## src/rtl/fifo_wr_arbiter.sv

```systemverilog
// Round-robin write arbiter: shares one FIFO write port among NUM_REQ producers,
// granting bounded bursts and back-pressuring everyone on fifo_full.
module fifo_wr_arbiter #(
  parameter int unsigned NUM_REQ   = 4,
  parameter int unsigned DATA_W    = 8,
  parameter int unsigned MAX_BURST = 4
) (
  input  logic                      clock,
  input  logic                      rst,
  input  logic [NUM_REQ-1:0]        req,
  input  logic [NUM_REQ*DATA_W-1:0] req_data,
  output logic [NUM_REQ-1:0]        gnt,
  output logic [NUM_REQ-1:0]        ack,
  input  logic                      fifo_full,
  output logic                      fifo_wr,
  output logic [DATA_W-1:0]         fifo_data,
  output logic                      busy
);

  localparam int unsigned IDX_W = (NUM_REQ > 1) ? $clog2(NUM_REQ) : 1;
  localparam int unsigned CNT_W = $clog2(MAX_BURST + 1);

  typedef enum logic {IDLE, BURST} state_t;

  state_t             state, state_nx;
  logic [IDX_W-1:0]   owner, owner_nx;
  logic [IDX_W-1:0]   last_owner, last_owner_nx;
  logic [CNT_W-1:0]   burst_cnt, burst_cnt_nx;
  logic [NUM_REQ-1:0] gnt_nx;
  logic               busy_nx;

  logic [IDX_W-1:0]   pick_base, pick;
  logic               pick_vld;
  logic               owner_req, accept, last_word;

  assign owner_req = req[owner];
  assign accept    = busy & owner_req & ~fifo_full;
  assign last_word = (burst_cnt == CNT_W'(MAX_BURST - 1));
  assign pick_base = (state == BURST) ? owner : last_owner;

  // Round-robin search starting just after pick_base; pick_base itself is tried last
  always_comb begin
    pick     = '0;
    pick_vld = 1'b0;
    for (int k = 1; k <= int'(NUM_REQ); k++) begin
      if (!pick_vld && req[IDX_W'((int'(pick_base) + k) % int'(NUM_REQ))]) begin
        pick_vld = 1'b1;
        pick     = IDX_W'((int'(pick_base) + k) % int'(NUM_REQ));
      end
    end
  end

  always_comb begin
    state_nx      = state;
    owner_nx      = owner;
    last_owner_nx = last_owner;
    burst_cnt_nx  = burst_cnt;
    gnt_nx        = gnt;
    busy_nx       = busy;
    case (state)
      IDLE: begin
        if (pick_vld) begin
          state_nx     = BURST;
          owner_nx     = pick;
          gnt_nx       = NUM_REQ'(1) << pick;
          busy_nx      = 1'b1;
          burst_cnt_nx = '0;
        end
      end
      BURST: begin
        if ((accept && last_word) || !owner_req) begin
          // Release: re-arbitrate in the same edge so there is no idle bubble
          last_owner_nx = owner;
          burst_cnt_nx  = '0;
          if (pick_vld) begin
            owner_nx = pick;
            gnt_nx   = NUM_REQ'(1) << pick;
          end else begin
            state_nx = IDLE;
            gnt_nx   = '0;
            busy_nx  = 1'b0;
          end
        end else if (accept) begin
          burst_cnt_nx = burst_cnt + CNT_W'(1);
        end
      end
      default: begin
        state_nx = IDLE;
        gnt_nx   = '0;
        busy_nx  = 1'b0;
      end
    endcase
  end

  always_ff @(posedge clock or posedge rst) begin
    if (rst) begin
      state      <= IDLE;
      owner      <= '0;
      last_owner <= IDX_W'(NUM_REQ - 1);
      burst_cnt  <= '0;
      gnt        <= '0;
      busy       <= 1'b0;
    end else begin
      state      <= state_nx;
      owner      <= owner_nx;
      last_owner <= last_owner_nx;
      burst_cnt  <= burst_cnt_nx;
      gnt        <= gnt_nx;
      busy       <= busy_nx;
    end
  end

  assign fifo_wr = accept;
  assign ack     = accept ? gnt : '0;

  always_comb begin
    fifo_data = '0;
    for (int i = 0; i < int'(NUM_REQ); i++) begin
      if (busy && owner == IDX_W'(i)) fifo_data = req_data[i*DATA_W +: DATA_W];
    end
  end

endmodule
```

## config.mk

```make
export PLATFORM = sky130hd
export DESIGN_NAME = fifo_wr_arbiter
export DESIGN_NICKNAME = d
export VERILOG_FILES = /design/src/rtl/fifo_wr_arbiter.sv
export SDC_FILE = /design/constraint.sdc
export NUM_CORES = 1
export LEC_CHECK = 0
export ABC_AREA = 1
export BUFFER_PORTS_ARGS = -buffer_cell sky130_fd_sc_hd__buf_2
export CAP_MARGIN = 20
export CORE_MARGIN = 8
export CORE_UTILIZATION = 47
export DETAILED_ROUTE_END_ITERATION = 10
export PLACE_DENSITY = 0.77
export SLEW_MARGIN = 5
export SYNTH_ARGS = -nofsm -noshare
export SYNTH_HDL_FRONTEND = slang
export SYNTH_SLANG_ARGS = --single-unit
```

## constraint.sdc

```tcl
create_clock -name clock -period 2.3 [get_ports clock]
set_input_delay 0.23 -clock clock [delete_from_list [all_inputs] [get_ports clock]]
set_output_delay 0.23 -clock clock [all_outputs]
set_load 0.02 [all_outputs]
```

# Yosys cells after proc, flatten, opt, wreduce, memory -nomap -nowiden
# Index checks and enable logic that the tools add are counted.
# word_totals
word_cells	93
reg_bits	13
out_inout_bits	18
# op_classes
magnitude_cmp	5
bitwise_logic	4
n_eq_ne	8
shift	1
mux	46
addsub	5
reduce_logical	18
# ops
cell	n
$mux W8	4
$mux W1	18
$lt A2 B4 Y1 const B	4
$mux W4	4
$mux W2	7
$bmux W1 S2	5
$mux W3	3
$logic_and A1 B1 Y1	8
$pmux W4 S2	1
$pmux W3 S2	1
$reduce_and A2 Y1	3
$add A2 B1 Y2 const B	2
$add A2 B2 Y2 const B	2
$eq A2 B2 Y1 const B	2
$logic_not A1 Y1	4
$ne A2 B2 Y1 const B	2
$pmux W1 S2	2
$pmux W2 S2	1
$shl A1 B2 Y4 const A	1
$add A3 B1 Y3 const B	1
$eq A3 B2 Y1 const B	1
$lt A2 B3 Y1 const B	1
$ne A3 B1 Y1 const B	1
$reduce_and A3 Y1	1
6 further kinds	8

# Depth between registers and ports, before layout
# Gate-level depths: netlist (run 1).
# logic_depth
word_depth	19
depth_mapped	16
mapped_depth_nobuf	16

# Least setup slack after synthesis (run 1)
# OpenSTA, ideal clock, no wires.
# synth_timing
path_kind	reg2out
from	register busy
to	output fifo_data[0]
path_stages_with_launch	6
n_path_buf	1
required_time_ps	2070
path_slack_ps	478
t_arrival_ps	1592
cell_sequence	dfrtp_1 > clkbuf_1 > inv_1 > nor3_1 > nand2_1 > nand4_1
# synth_between
elab_chain_cells	5
# synth_lines
item	line_no	source
from (decl)	17	output logic busy
from (signal assigned)	109	busy <= busy_nx;
$logic_and A1 B1 Y1	119	if (busy && owner == IDX_W'(i)) fifo_data = req_data[i*DATA_W +: DATA_W];
$mux W8 (3 in series)	119	
$mux W8 *	119	
to (decl)	16	output logic [DATA_W-1:0] fifo_data,
# Every way passes the cells marked *; elsewhere a longest branch is shown, timed or not.

# Worst setup path after layout (run 1)
# layout_timing
from	register last_owner[0]
to	register burst_cnt[0]
# layout_between
elab_chain_cells	17
# layout_lines
item	line_no	source
from (decl)	27	logic [IDX_W-1:0] last_owner, last_owner_nx;
from (signal assigned)	99	last_owner <= IDX_W'(NUM_REQ - 1);
from (signal assigned)	106	last_owner <= last_owner_nx;
$mux W2 *	39	assign pick_base = (state == BURST) ? owner : last_owner;
$add A2 B1 Y2	46	if (!pick_vld && req[IDX_W'((int'(pick_base) + k) % int'(NUM_REQ))]) begin
$bmux W1 S2	46	
$mux W1 (not written as such) (2 in series)	46	
$mux W1	46	
$logic_not A1 Y1	46	
$logic_and A1 B1 Y1	46	
$mux W1	46	
$logic_not A1 Y1	46	
$logic_and A1 B1 Y1	46	
$mux W1	46	
$logic_not A1 Y1	46	
$logic_and A1 B1 Y1	46	
$mux W1 *	46	
$ne A2 B2 Y1 (no source line) *	-	
$reduce_and A2 Y1 (no source line) *	-	
to (signal assigned)	107	burst_cnt <= burst_cnt_nx;
to (decl)	28	logic [CNT_W-1:0] burst_cnt, burst_cnt_nx;
# Every way passes the cells marked *; elsewhere a longest branch is shown, timed or not. The select of a mux whose other input is x is not followed.
# A chain may end at the register's enable or synchronous reset.

==> results of run 1 <==
## routing by layer
| layer | vias to the layer above | global-route usage | share of wire |
|---|---|---|---|
| li1 | 815 | - | - |
| met2 | 56 | 0.2485 | 0.45 |
| met4 | 0 | 0.03916 | 0.0087 |
| met5 | - | 0 | 0 |
| met3 | 2 | 0.06954 | 0.099 |
| met1 | 672 | 0.1931 | 0.44 |
## cell usage in the layout, fill, tap and decap left out, drive strengths merged, types with 3 or more instances in the layout
cell    synthesis  routed
nand2         103     103
buf             1      60
nand4           8       8
o21ai           9       9
dfrtp          11      11
clkbuf          1       4
nand3          29      29
nor2           17      17
inv            26      26
ha              3       3
## logic make-up (layout without fill, tap and decap cells)
group / after synthesis / count (layout) / synth area share
adder cells (fa/ha/maj): 3 / 3 / 0.02982
AO/OA/AOI/OAI: 13 / 13 / 0.05567
buffers and inverters: 28 / 91 / 0.08548
flip-flops: 13 / 13 / 0.2604
AND/OR/NAND/NOR: 159 / 159 / 0.5686
## registers in the layout, summed over array words and instances (netlist names)
| register | count |
|---|---|
| burst_cnt | 3 |
| owner | 2 |
| last_owner | 2 |
| state | 1 |
| busy | 1 |
| gnt | 4 |
## synthesized netlist by cell type
library cell	n
nand2_1	93
nand3_1	28
inv_1	23
dfrtp_1	11
nor2_1	11
nand2_2	8
nand4_1	8
nor2_2	5
o21ai_1	5
o21ai_0	4
ha_1	3
a21oi_1	2
dfstp_2	2
inv_2	2
nand2_4	2
nor3_1	2
a21boi_0	1
a22oi_1	1
buf_1	1
clkbuf_1	1
inv_4	1
nand3_2	1
nor2_4	1
## critical path: cells and delay by family (launching register included)
| kind | cells | cell delay (ns) |
|---|---|---|
| simple gates | 11 | 0.96 |
| buf+inv | 4 | 0.32 |
| flops | 1 | 0.56 |
| fa+ha+maj | 1 | 0.15 |
## worst max path at each step
stage,start,endpoint
floorplan,busy$_DFFE_PP0P_,fifo_data[0]
global placement,owner[0]$_DFFE_PP0P_,burst_cnt[0]$_DFFE_PP0P_
detailed placement,owner[0]$_DFFE_PP0P_,burst_cnt[0]$_DFFE_PP0P_
CTS,state$_DFF_PP0_,burst_cnt[0]$_DFFE_PP0P_
global route,owner[0]$_DFFE_PP0P_,burst_cnt[2]$_DFFE_PP0P_
finish,last_owner[0]$_DFFE_PP1P_,burst_cnt[0]$_DFFE_PP0P_
## layout make-up
class | count | area, µm² | area share
Multi-Input combinational cell | 175 | 823.3 | 0.5027
Sequential cell | 13 | 330.3 | 0.2017
Timing Repair Buffer | 61 | 320.3 | 0.1956
Inverter | 26 | 100.1 | 0.06112
Tap cell | 30 | 37.54 | 0.02292
Clock buffer | 4 | 26.28 | 0.01604
## where the power goes
| group | switching [mW] | internal (mW) | leakage, nW |
|---|---|---|---|
| logic | 1.04 | 0.497 | 0.784 |
| registers | 0.0903 | 0.341 | 0.159 |
| clock network | 0.0713 | 0.0672 | 0.0150 |
## repair_timing
action                                 in CTS  in global routing
hold buffers                                1                  0
setup endpoints to repair                   0                  2
resized for setup                           0                  2
endpoints found under the hold margin      11                  0
==> impl_metrics.yaml, run 1 <==
clocking:
  clockBufferDepth: 2
  clk_latency_ns: 0.28
  cts_made_buffers: 3
  htreeDepth: 1
  root_buffer: "clkbuf_4"
  cts_tree: "built"
  clkTransAtPathRegs_ns: 0.07
  clkSinkCount: 13
  cts_setup_buffers: 0
final_layout:
  stdcell_count: 309
  areaGrowthSynthToFinish_pct: 30.12
  utilization: 0.6552
  finalNetCount: 322
  fillCellCount: 249
  diodes: 0
  drive_above_1_share: 0.3118
  design_area_um2: 1638
timing:
  hold_viol: 0
  fin_crit_sh: 0.9076
  tightest_slew_ns: 0.4846
  min_period_ns: 2.087
  finalSetupViolCount: 0
  setup_ws_ns: 0.2126
  finClkSkew_ns: 0.01095
  whs_ns: 0.4615
  drv_slew: 0
  rsz0062_at_grt: "false"
  tns_ns: 0
  clock.fmax_mhz: 479.1
  relSlewSlack: 0.6766
logic_synthesis:
  syn_inst: 216
  synth_nets: 258
  seq_area_frac_synth: 0.2604
  synth_area_leaders: "nand2_1 28%, dfrtp_1 22%, nand3_1 11%, inv_1 6.9%, dfstp_2 4.2%"
  netlist.area_leader.share: 0.2773
  synth_cell_types: 23
  yosysTopAreaCell: "nand2_1"
  synth-seq-cells: 13
  synthesis.area_um2: 1259
  ys_warn_count: 0
  syn_avg_cell_area_um2: 5.827
global_routing:
  grt_pass1_wl_mm: 5.871
  first_global_vias: 1422
  antenna_found_initial: 0
  grt_usage: 0.1581
  grt_max_degree: 19
  gr-total-overflow: 0
placement:
  io_buffers: 56
  placed_area_um2: 1599
  place_ws_ns: 0.2416
  gp_routability_congestion: 0.8218
  dpl.cell_count: 304
  dp_hpwl_mm: 2.946
floorplanning:
  fp.coreArea_um2: 2500
  initial_core_util: 0.5035
  die-area_um2: 4590
  die_w_um: 67.75
  pin_count: 57
  row_count: 18
  die_h_um: 67.75
pwr:
  powerDensity_nw_per_um2: 1285
  finalPower_mw: 2.104
  vdd_drop_max_uv: 1002
  static-leakage-power_nw: 0.9580
critical_path:
  slowest_stage: "dfstp_2"
  path_cells: "inv_1 -> nand2_2 -> nand2_4 -> nand2_1 -> nand2_1 -> nand2_1 -> nand2_1 -> nor2_2 -> nand3_2 -> inv_1 -> ha_1 -> inv_1 -> nand2_1 -> inv_1 -> nand2_1 -> nand2_1"
  endpoint_kind: "flip-flop"
  rr_endpoint: "burst_cnt[0]$_DFFE_PP0P_"
  ff2ff_path_depth: 16
  crit_path_start_kind: "flip-flop"
  r2r-start: "last_owner[0]$_DFFE_PP1P_"
  cp.arrival_ns: 2.25
  r2r_slack_ns: 0.21
  cpMostUsedCell: "nand2_1"
  required_ns: 2.46
  slowest_delay_ns: 0.56
  crit_fanout: 10
  path_class: "flip-flop to flip-flop"
route:
  detail-route-antenna-nets: 0
  drt_pre_antenna_iters: 5
  wl_mm: 3.543
  drtIter0Drc: 100
  drc_errors: 0
  wl_per_cell_um: 11.47
  vias_per_cell: 5.000
  vias: 1545
hold_path:
  hold_path.startpoint: "fifo_full"
  hold_class: "input port to flip-flop"
  whs_endpoint: "last_owner[0]$_DFFE_PP1P_"
  hold_path_depth: 6
run:
  maxCapViolCount: 0
run_status:
  status: "completed"
Note: power is estimated with default switching activity, not from simulation.
==> inputs of run 2 (changes only) <==
ABC_AREA = not set   (was 1)
CAP_MARGIN = not set   (was 20)
CORE_UTILIZATION = 43   (was 47)
PLACE_DENSITY = 0.75   (was 0.77)
==> run 2 against run 1 <==
Die area is 9.9% lower. Sequential share of layout area increased by 4.3 points. Clock power increased by 9%. Critical path depth decreased by 12. Hold slack got worse by 0.15 ns. Non-clock buffer count is 3 lower. Largest cell class unchanged. Largest power group unchanged. Highest routed layer unchanged.
==> impl_metrics.yaml, run 2 <==
run_status:
  status: "completed"
critical_path:
  path_cells: "mux4_2 -> and3b_1 -> and2_1 -> buf_2"
  crit_path_start_kind: "flip-flop"
  slowest_delay_ns: 0.61
  cp.arrival_ns: 1.92
  crit_start: "owner[1]$_DFFE_PP0P_"
  slowest_stage: "dfrtp_1"
  timing.critical_path.buf_inv: 1
  path_class: "flip-flop to output port"
  r2r-start: "state$_DFF_PP0_"
  endpoint_kind: "output port"
  crit_fanout: 11
  crit_family: "flip-flops"
  required_ns: 2.07
logic_synthesis:
  synth-seq-cells: 13
  synth-edff-count: 0
  syn_inst: 94
  seq_area_frac_synth: 0.3267
  yosysTopAreaCell: "dfrtp_1"
  async_reset_ff_frac: 1.000
  ys_warn_count: 0
  syn_avg_cell_area_um2: 10.68
  synth_most_common_cell: "and2_1"
  synth_nets: 136
  synthesis.area_um2: 1003
  yosys_most_used_dff: "dfrtp_1"
  ys_top_cells_by_count: "12 x and2_1, 11 x dfrtp_1, 9 x mux4_2"
  synth_cell_types: 32
  synth_area_leaders: "dfrtp_1 27%, mux4_2 20%, and2_1 7.5%, dfstp_2 5.2%, ha_1 3.7%"
  netlist.area_leader.share: 0.2743
clocking:
  cts_tree: "built"
  clkTransAtPathRegs_ns: 0.09
  clk_latency_ns: 0.29
  htreeDepth: 1
  cts_made_buffers: 3
  clkSinkCount: 13
  clockBufferDepth: 2
  root_buffer: "clkbuf_4"
  ctsResizeCount: 0
pwr:
  p_sw_mw: 0.5072
  vdd_drop_max_uv: 698.3
  clock_power_share: 0.122
  seq_power_share: 0.319
  powerDensity_nw_per_um2: 927.8
  static-leakage-power_nw: 0.7123
  switching_share: 0.4080
  pwr-share-comb: 0.558
  intPower_mw: 0.7360
timing:
  tns_ns: 0
  min_period_ns: 2.153
  clock.fmax_mhz: 464.5
  fin_crit_sh: 0.9360
  setup_ws_ns: 0.1473
  relSlewSlack: 0.6635
  hold_viol: 0
  finClkSkew_ns: 0.003260
  finalSetupViolCount: 0
  drv_slew: 0
  rsz0062_at_grt: "false"
  tightest_slew_ns: 0.5042
run:
  maxCapViolCount: 0
placement:
  place_ws_ns: 0.4648
  gp_routability_congestion: 0.8122
  dp_hpwl_mm: 2.329
  io_buffers: 56
global_routing:
  antenna_found_initial: 0
  grt_max_degree: 14
  gr-total-overflow: 0
  grt_pass1_wl_mm: 4.533
  grt_usage: 0.1372
  first_global_vias: 1058
final_layout:
  areaGrowthSynthToFinish_pct: 33.54
  fillCellCount: 197
  largest_register_ffs: 4
  mostFrequentLayoutCells: "56 x buf_2, 12 x and2_1, 11 x dfrtp_1, 9 x mux4_2, 7 x nand2_1"
  top_regs: "gnt: 4 flops, burst_cnt: 3 flops"
  largest-register: "gnt"
  utilization: 0.6058
  final_common_cell: "buf_2"
  drive_above_1_share: 0.4967
  finalNetCount: 194
  diodes: 0
route:
  drtIter0Drc: 38
  detail-route-antenna-nets: 0
  vias: 977
  vias_per_cell: 5.458
  wl_per_cell_um: 15.72
  drc_errors: 0
  wl_mm: 2.813
  drt_pre_antenna_iters: 4
floorplanning:
  die_w_um: 64.31
  pin_count: 57
  die_h_um: 64.31
  initial_core_util: 0.4536
  row_count: 17
  die-area_um2: 4135
  fp.coreArea_um2: 2212
hold_path:
  hold_path.startpoint: "req[0]"
  hold_class: "input port to flip-flop"
## run 2: worst paths after layout
path                                        endpoint  slack (ns)  cells after the start
max in group asynchronous  last_owner[0]$_DFFE_PP1P_        1.44                      3
min                                  state$_DFF_PP0_        0.31                      3
min in group asynchronous   burst_cnt[2]$_DFFE_PP0P_        0.50                      3
max reg2reg                       gnt[0]$_DFFE_PP0P_        0.44                      4
max                                           ack[3]        0.15                      4
min reg2reg                last_owner[1]$_DFFE_PP1P_        0.50                      2
## run 2: through the flow
stage	instance area, µm²	total power, mW	instances	hold slack, ns
6_report	1340	1.243	179	0.3073
5_1_grt	1340	1.327	179	0.3410
4_1_cts	1340	1.249	179	0.3031
3_5_place_dp	1304	1.095	174	0.2727
3_3_place_gp	1304	1.080	174	0.2654
2_1_floorplan	1003	0.9167	94	0.1055
## run 2: power groups by stage
| stage | Combinational [mW] | Sequential, mW | Clock [mW] |
|---|---|---|---|
| floorplan | 0.529 | 0.388 | 0 |
| global placement | 0.681 | 0.399 | 0 |
| detailed placement | 0.695 | 0.400 | 0 |
| CTS | 0.698 | 0.396 | 0.155 |
| global route | 0.761 | 0.406 | 0.160 |
| finish | 0.694 | 0.397 | 0.152 |
## run 2: kinds of logic (layout without fill, tap and decap cells)
group                      Yosys count  after routing  synth area share
AOI/OAI and AO/OA                   22             22            0.1708
adders and majority gates            3              3           0.03741
buffers and inverters               11             68           0.04488
DFF                                 13             13            0.3267
muxes                               13             13            0.2444
and+or+nand+nor                     32             32            0.1758
## run 2: worst register-to-register path, delay by kind of cell, from the launching register on
family | cells | cell delay (ns)
flip-flops | 1 | 0.53
multiplexers | 1 | 0.43
AND/OR/NAND/NOR | 1 | 0.41
AO/OA/AOI/OAI | 2 | 0.38
## run 2: what timing repair did
action / in CTS / in global routing
hold endpoints to repair: 11 / 0
endpoints found under the setup margin: 0 / 0
hold buffers: 1 / 0
setup buffers: 0 / 0
## run 2: area by class of cell
type                       instances  area (µm²)  share of cell area
timing repair buffer              58       297.8              0.2222
multi-input combinational         70       630.6              0.4706
inverter                           6       22.52             0.01681
sequential                        13       327.8              0.2446
clock buffer                       4       26.28             0.01961
tap                               28       35.03             0.02614
## run 2: per-layer routing
metal | vias to the layer above | track usage | share of wire
met1 | 468 | 0.1316 | 0.39
met2 | 23 | 0.2497 | 0.54
met3 | 10 | 0.04355 | 0.032
met5 | - | 0 | 0
met4 | 0 | 0.08174 | 0.030
li1 | 476 | - | -
==> inputs of run 3 (changes only) <==
PLACE_DENSITY = 0.88   (was 0.75)
==> run 3 against run 2 <==
Clock power fell by 3%. Maximum frequency down 0.66%. Sequential cell count is the same. Critical path type unchanged. Critical endpoint unchanged.
==> impl_metrics.yaml, run 3 (synthesized netlist as in run 2, its figures left out) <==
floorplanning:
  pin_count: 57
  die_h_um: 64.31
  fp.coreArea_um2: 2212
  initial_core_util: 0.4536
  row_count: 17
  die_w_um: 64.31
  die-area_um2: 4135
global_routing:
  first_global_vias: 1038
  grt_usage: 0.1434
  grt_max_degree: 14
  gr-total-overflow: 0
  antenna_found_initial: 0
  grt_pass1_wl_mm: 4.809
critical_path:
  ff2ff_path_depth: 4
  endpoint_kind: "output port"
  cp.arrival_ns: 1.94
  r2r_slack_ns: 0.39
  path_class: "flip-flop to output port"
  required_ns: 2.07
  crit_path_start_kind: "flip-flop"
  path_cells: "mux4_2 -> and3b_1 -> and2_1 -> buf_2"
  r2r-start: "state$_DFF_PP0_"
  timing.critical_path.buf_inv: 1
  slowest_delay_ns: 0.61
  crit_family: "flip-flops"
  slowest_stage: "dfrtp_1"
  crit_fanout: 11
  rr_endpoint: "gnt[0]$_DFFE_PP0P_"
final_layout:
  design_area_um2: 1340
  largest-register: "gnt"
  fillCellCount: 202
  diodes: 0
  finalNetCount: 194
  areaGrowthSynthToFinish_pct: 33.54
  mostFrequentLayoutCells: "56 x buf_2, 12 x and2_1, 11 x dfrtp_1, 9 x mux4_2, 7 x nand2_1"
  drive_above_1_share: 0.4967
  final_common_cell: "buf_2"
  largest_register_ffs: 4
  top_regs: "gnt: 4 flops, burst_cnt: 3 flops"
timing:
  tns_ns: 0
  fin_crit_sh: 0.9422
  drv_slew: 0
  whs_ns: 0.3070
  clock.fmax_mhz: 461.5
  rsz0062_at_grt: "false"
  min_period_ns: 2.167
  finClkSkew_ns: 0.01849
  tightest_slew_ns: 0.5110
  hold_viol: 0
  finalSetupViolCount: 0
  relSlewSlack: 0.6590
  setup_ws_ns: 0.1329
route:
  drt_pre_antenna_iters: 4
  drc_errors: 0
  wl_per_cell_um: 16.55
  detail-route-antenna-nets: 0
  vias_per_cell: 5.598
  drtIter0Drc: 61
  vias: 1002
  wl_mm: 2.962
clocking:
  clkSinkCount: 13
  ctsResizeCount: 0
  cts_made_buffers: 3
  root_buffer: "clkbuf_4"
  cts_tree: "built"
  htreeDepth: 1
  clkTransAtPathRegs_ns: 0.09
  clockBufferDepth: 2
  clk_latency_ns: 0.29
placement:
  gp_routability_congestion: 0.7748
  dp_hpwl_mm: 2.475
  placed_area_um2: 1304
  place_ws_ns: 0.4483
  io_buffers: 56
pwr:
  static-leakage-power_nw: 0.7123
  vdd_drop_max_uv: 729.9
  powerDensity_nw_per_um2: 931.3
  finalPower_mw: 1.248
hold_path:
  hold_path.startpoint: "req[0]"
  whs_endpoint: "state$_DFF_PP0_"
  hold_class: "input port to flip-flop"
  hold_path_depth: 3
run_status:
  status: "completed"
run:
  maxCapViolCount: 0
-- run 3: cell counts in the layout (fill, tap and decap cells not counted) --
Identical to the previous run, type by type.
-- run 3: worst max-delay path by stage --
| stage | startpoint | to | slack [ns] | cells after the start |
|---|---|---|---|---|
| finish | owner[1]$_DFFE_PP0P_ | ack[3] | 0.13 | 4 |
| global route | owner[1]$_DFFE_PP0P_ | ack[3] | 0.02 | 4 |
| CTS | owner[1]$_DFFE_PP0P_ | ack[0] | 0.15 | 4 |
| detailed placement | state$_DFF_PP0_ | gnt[0]$_DFFE_PP0P_ | 0.45 | 4 |
| global placement | owner[1]$_DFFE_PP0P_ | ack[3] | 0.52 | 4 |
| floorplan | owner[0]$_DFFE_PP0P_ | ack[0] | 0.49 | 4 |
-- run 3: power breakdown --
group          switching, mW  internal [mW]  leakage [nW]  total, mW
combinational          0.345          0.359         0.537      0.704
sequential            0.0858          0.310         0.161      0.396
clock                 0.0810         0.0674        0.0150      0.148
total                  0.511          0.737         0.712       1.25
-- run 3: cell type report --
class	instances	area, µm²	area share
multi-input combinational	70	630.6	0.4706
sequential	13	327.8	0.2446
timing repair buffer	58	297.8	0.2222
tap	28	35.03	0.02614
clock buffer	4	26.28	0.01961
inverter	6	22.52	0.01681
-- run 3: layer usage --
layer	GRT usage	wire length, µm	vias to the layer above
li1	-	-	472
met1	0.1588	1158	479
met2	0.2534	1561	46
met3	0.03484	198	5
met4	0.06267	44	0
met5	0	0	-
-- run 3: worst reg2reg max path: stages, from the launching register on --
cell	delay, ns
dfrtp_1	0.54
mux2i_1	0.42
a211oi_1	0.14
or3_1	0.42
a32o_1	0.27
-- run 3: metrics by stage --
step	utilization	std cells
finish	0.6058	179
global placement	0.5894	174
floorplan	-	94
CTS	0.6058	179
detailed placement	0.5894	174
global route	0.6058	179
-- run 3: what timing repair did --
action                                 CTS  global route
hold buffers                             1             0
setup buffers                            0             0
endpoints found under the hold margin   11             0
